File: config.mk
export PLATFORM = sky130hd
export DESIGN_NAME = toggle_stim_gen
export DESIGN_NICKNAME = d
export VERILOG_FILES = /design/src/rtl/toggle_stim_gen.sv
export SDC_FILE = /design/constraint.sdc
export NUM_CORES = 1
export LEC_CHECK = 0
export CAP_MARGIN = 25
export CORE_UTILIZATION = 60
export DETAILED_ROUTE_END_ITERATION = 10
export MAX_ROUTING_LAYER = met4
export PLACE_DENSITY_LB_ADDON = 0.2
export SYNTH_ARGS = -nofsm -noshare
export SYNTH_HDL_FRONTEND = slang
export SYNTH_SLANG_ARGS = --single-unit
File: constraint.sdc
create_clock -name clk -period 2.3 [get_ports clk]
set_clock_uncertainty 0.1 [all_clocks]
set_input_delay 0.345 -clock clk [delete_from_list [all_inputs] [get_ports clk]]
set_output_delay 0.345 -clock clk [all_outputs]
set_load 0.01 [all_outputs]
File: src/rtl/toggle_stim_gen.sv
// Tick-gated four-channel square-wave stimulus source.
// Runs a bounded number of ticks, then pulses done and idles.
module toggle_stim_gen #(
  parameter int HALF_1    = 1,
  parameter int HALF_2    = 2,
  parameter int HALF_3    = 3,
  parameter int HALF_4    = 4,
  parameter int CNT_W     = 8,
  parameter int RUN_TICKS = 16,
  parameter bit IDLE_VAL  = 1'b1
) (
  input  logic clk,
  input  logic rst_n,
  input  logic start,
  input  logic stop,
  input  logic tick,
  output logic out_1,
  output logic out_2,
  output logic out_3,
  output logic out_4,
  output logic busy,
  output logic done
);

  typedef enum logic [1:0] {
    S_IDLE,
    S_RUN,
    S_DONE
  } state_e;

  // A half-period of 0 behaves like 1.
  localparam int H1 = (HALF_1 < 1) ? 1 : HALF_1;
  localparam int H2 = (HALF_2 < 1) ? 1 : HALF_2;
  localparam int H3 = (HALF_3 < 1) ? 1 : HALF_3;
  localparam int H4 = (HALF_4 < 1) ? 1 : HALF_4;

  localparam logic [CNT_W-1:0] LIM_1 = CNT_W'(H1 - 1);
  localparam logic [CNT_W-1:0] LIM_2 = CNT_W'(H2 - 1);
  localparam logic [CNT_W-1:0] LIM_3 = CNT_W'(H3 - 1);
  localparam logic [CNT_W-1:0] LIM_4 = CNT_W'(H4 - 1);

  localparam logic [15:0] RUN_LAST = 16'(RUN_TICKS - 1);
  localparam logic [3:0]  IDLE_OUTS = {4{IDLE_VAL}};

  state_e                  state_q, state_d;
  logic [3:0][CNT_W-1:0]   cnt_q, cnt_d;
  logic [3:0][CNT_W-1:0]   lim;
  logic [15:0]             run_q, run_d;
  logic [3:0]              out_q, out_d;
  logic                    busy_q, busy_d;
  logic                    done_q, done_d;

  // Index 0 is channel 1.
  assign lim = {LIM_4, LIM_3, LIM_2, LIM_1};

  // State, counters and all outputs are registered here.
  always_ff @(posedge clk or negedge rst_n) begin
    if (!rst_n) begin
      state_q <= S_IDLE;
      cnt_q   <= '0;
      run_q   <= '0;
      out_q   <= IDLE_OUTS;
      busy_q  <= 1'b0;
      done_q  <= 1'b0;
    end else begin
      state_q <= state_d;
      cnt_q   <= cnt_d;
      run_q   <= run_d;
      out_q   <= out_d;
      busy_q  <= busy_d;
      done_q  <= done_d;
    end
  end

  // Next-state: start/stop/tick sequencing and per-channel toggles.
  always_comb begin
    state_d = state_q;
    cnt_d   = cnt_q;
    run_d   = run_q;
    out_d   = out_q;
    busy_d  = busy_q;
    done_d  = 1'b0;
    unique case (state_q)
      S_IDLE: begin
        out_d  = IDLE_OUTS;
        busy_d = 1'b0;
        if (start) begin
          state_d = S_RUN;
          out_d   = ~IDLE_OUTS;
          cnt_d   = '0;
          run_d   = '0;
          busy_d  = 1'b1;
        end
      end
      S_RUN: begin
        // Abort wins over a tick on the same edge.
        if (stop) begin
          state_d = S_IDLE;
          out_d   = IDLE_OUTS;
          busy_d  = 1'b0;
        end else if (tick) begin
          for (int k = 0; k < 4; k++) begin
            if (cnt_q[k] == lim[k]) begin
              out_d[k] = ~out_q[k];
              cnt_d[k] = '0;
            end else begin
              cnt_d[k] = cnt_q[k] + CNT_W'(1);
            end
          end
          run_d = run_q + 16'd1;
          if (run_q == RUN_LAST) begin
            state_d = S_DONE;
            busy_d  = 1'b0;
            done_d  = 1'b1;
          end
        end
      end
      S_DONE: begin
        state_d = S_IDLE;
        out_d   = IDLE_OUTS;
      end
      default: begin
        state_d = S_IDLE;
        out_d   = IDLE_OUTS;
        busy_d  = 1'b0;
      end
    endcase
  end

  assign out_1 = out_q[0];
  assign out_2 = out_q[1];
  assign out_3 = out_q[2];
  assign out_4 = out_q[3];
  assign busy  = busy_q;
  assign done  = done_q;

endmodule

==> impl_metrics.tcl <==
set metrics [dict create \
    outcome "complete, no violations" \
    yosys_top_cell_area_share_pct 45.0 \
    met3_demand_to_capacity_share_in_global_routing_pct 3.66 \
    die_x_um 71.4 \
    synth_nets 317 \
    clock_tree.root_cell "clkbuf_8" \
    synthesis.instances 304 \
    cap_violations 0 \
    antenna_found_initial 0 \
    synth-compound-area-share_pct 16.8 \
    asyncSetResetFlopFracSynth_pct 100 \
    fp.dieArea_um2 5100 \
    max_clock_freq_mhz 477 \
    critPathMaxFanout 8 \
    critical_path_arrival_ns 2.25 \
    final-instance-count-excl-fill 377 \
    synth_top_flop_cell "dfrtp_1" \
    sequential_cell_area_um2 1410 \
    synth.cell_area_um2 2890 \
    finalSetupViolCount 0 \
    synth_area_in_adders_pct 3.46 \
    postRouteWirelength_mm 6.07 \
    grt_pass1_wl_mm 10.7 \
    crit_required_ns 2.45 \
    synth_top_family_by_area "simple AND/OR/NAND/NOR gates" \
    globalRouteMet1Util_pct 36.3 \
    drt_first_pass_iters 4 \
    core_region_area_um2 4500 \
    worstSetupEndpointType "flip-flop" \
    post_synth_num_cell_types 46 \
    gp_congestion 0.824 \
    drive_above_1_share_pct 8.92 \
    grt_max_degree 57 \
    cts-htree-levels 2 \
    synthSimpleGateAreaFrac_pct 22.2 \
    finalCoreUtilization_pct 72.1 \
    multi_input_area_um2 1430 \
    irDropWorstVdd_mv 0.643 \
    yosys_warnings 0 \
    count_leader_synth "dfrtp_1" \
    final.fill_count 350 \
    first_global_vias 2354 \
    critical_path_class "primary input to flip-flop" \
    total_of_flip_flops_plus_latches_after_synthesis 56 \
    syn2layout_area_growth_pct 12.2 \
    seq_area_frac_synth_pct 48.6 \
    tritoncts.num_buffers 5 \
    drcViolationCount 0 \
    cts.path.max_buffers 2 \
    globalRouteTotalUtil_pct 27.6 \
    routed-via-count 2338 \
    synth_top_cells_by_area "dfrtp_1 (45%), o21ai_0 (4.2%), nor2_1 (3.8%)" \
    cts-resized-gates 0 \
    finalMaxSlewViolations 0 \
    post_drt_via_cell_ratio 6.20 \
    hpwl_mm 4.21 \
    total_leakage_power_nw 1.38 \
    setup_repair_after_global_routing_missed_its_margin "false" \
    grt_most_used_layer "met2" \
    antenna_left 0 \
    start_kind "primary input" \
    detail_route.iter0.violations 223 \
    insertedDiodeCount 0 \
    num-nets-final 337 \
    synth_largest_area_cell "dfrtp_1" \
    power_density_nw_per_um2 633 \
    io_buffer_count 10 \
    ioPinCount 11 \
    ff2ff_setup_slack_ns 0.21 \
    tritoncts "done" \
    hold_path_class "primary input to async pin" \
    met2_usage_pct 43.5 \
    post-route-period-util_pct 91.1 \
    muxShareOfSynthArea_pct 0.346 \
    dpl.cell_count 368 \
    clkTransAtPathRegs_ns 0.11 \
    insertion_delay_ns 0.32 \
    worst_slew_pin_tran_ns 0.578 \
    clkSinkCount 56 \
    die_h_um 71.4 \
    timing_hold_violations_final 0 \
    synth.avg_cell_area_um2 9.52 \
    synth_xor_xnor_area_share_pct 6.06 \
    route.detailed.wl_per_inst_um 16.1 \
    std_cell_rows 24 \
    number_of_enable_type_register_cells_in_the_synthesized_netlist 0 \
    initial_core_util_pct 64.2 \
    layout_min_cycle_time_ns 2.09 \
    globalRouteOverflowTotal 0 \
    yosys-top-cells-count "dfrtp_1 (52), nor2_1 (29), nand2_1 (28)" \
    timing.slew.headroom_pct 61.4 \
]
==> metal layers <==
layer / up-vias / wire, um
met2: 49 / 2810
met3: 7 / 243
li1: 1151 / -
met1: 1131 / 2940
met4: 0 / 72
met5: - / 0
==> logic make-up after synthesis <==
family	Yosys count
mux	1
simple gates	125
buf+inv	19
xor+xnor	20
flops	56
fa+ha+maj	8
compound gates	75
==> area by class of cell <==
class	instances	area share [%]
flip-flops and latches	56	43.3
well taps	52	2.00
clock buffers	5	2.12
multi-input cells	229	43.9
clock inverters	3	0.694
inverters	8	0.925
repair buffers	24	7.02
==> worst paths after layout <==
path                                         end  cells past startpoint                   start
min in group clk           cnt_q[25]$_DFFE_PN0P_                      1   cnt_q[25]$_DFFE_PN0P_
max                        run_q[15]$_DFFE_PN0P_                      5                   start
max in group asynchronous   out_q[3]$_DFFE_PN1P_                      3                   rst_n
min                        cnt_q[20]$_DFFE_PN0P_                      3                   rst_n
min reg2reg                cnt_q[25]$_DFFE_PN0P_                      1   cnt_q[25]$_DFFE_PN0P_
max reg2reg                run_q[15]$_DFFE_PN0P_                      4  state_q[1]$_DFFE_PN0P_
==> critical path: stages <==
cell             delay, ns
clkdlybuf4s50_1       0.50
or3b_1                0.37
a2111o_1              0.51
or3_1                 0.37
a21oi_1               0.14
==> sequential cells by signal (all words and copies together) (netlist names) <==
name	count
state_q	2
run_q	16
busy	1
out_q	4
cnt_q	32
done	1
==> what timing repair did <==
action                                 in CTS  in global routing
setup buffers                               0                  0
endpoints found under the hold margin      52                  0
hold buffers                                1                  0
==> cells in the final DEF, fill, tap and decap left out, drive strengths merged, types with 5 or more instances in the layout <==
master         Yosys  final
dfrtp             52     52
nor2              29     29
nand2             28     28
o21ai             24     24
nand3             20     20
a21oi             17     17
buf                3     14
xnor2             12     12
clkdlybuf4s50      0      9
inv                8      9
xor2               8      8
ha                 8      8
and3               7      7
a211oi             7      7
nand4              6      6
or3                6      6
nand2b             5      5
o2111ai            5      5
clkbuf             8      5
==> through the flow <==
stage / setup WS, ns / total power, mW / instance area (um^2) / TNS, ns / hold WS (ns)
global placement: -0.0635 / 1.50 / 3140 / -0.247 / 0.266
floorplan: 0.264 / 1.34 / 2890 / 0 / -0.0506
detailed placement: -0.108 / 1.51 / 3140 / -0.635 / 0.266
CTS: 0.224 / 2.07 / 3250 / 0 / 0.436
finish: 0.205 / 2.05 / 3250 / 0 / 0.421
global route: 0.0781 / 2.16 / 3250 / 0 / 0.453
==> report_power, final <==
group	switching (mW)	internal (mW)	total, mW
Clock	0.336	0.219	0.555
Combinational	0.212	0.151	0.363
Sequential	0.0765	1.06	1.14
No activity file was read; power rests on OpenSTA's default activity.
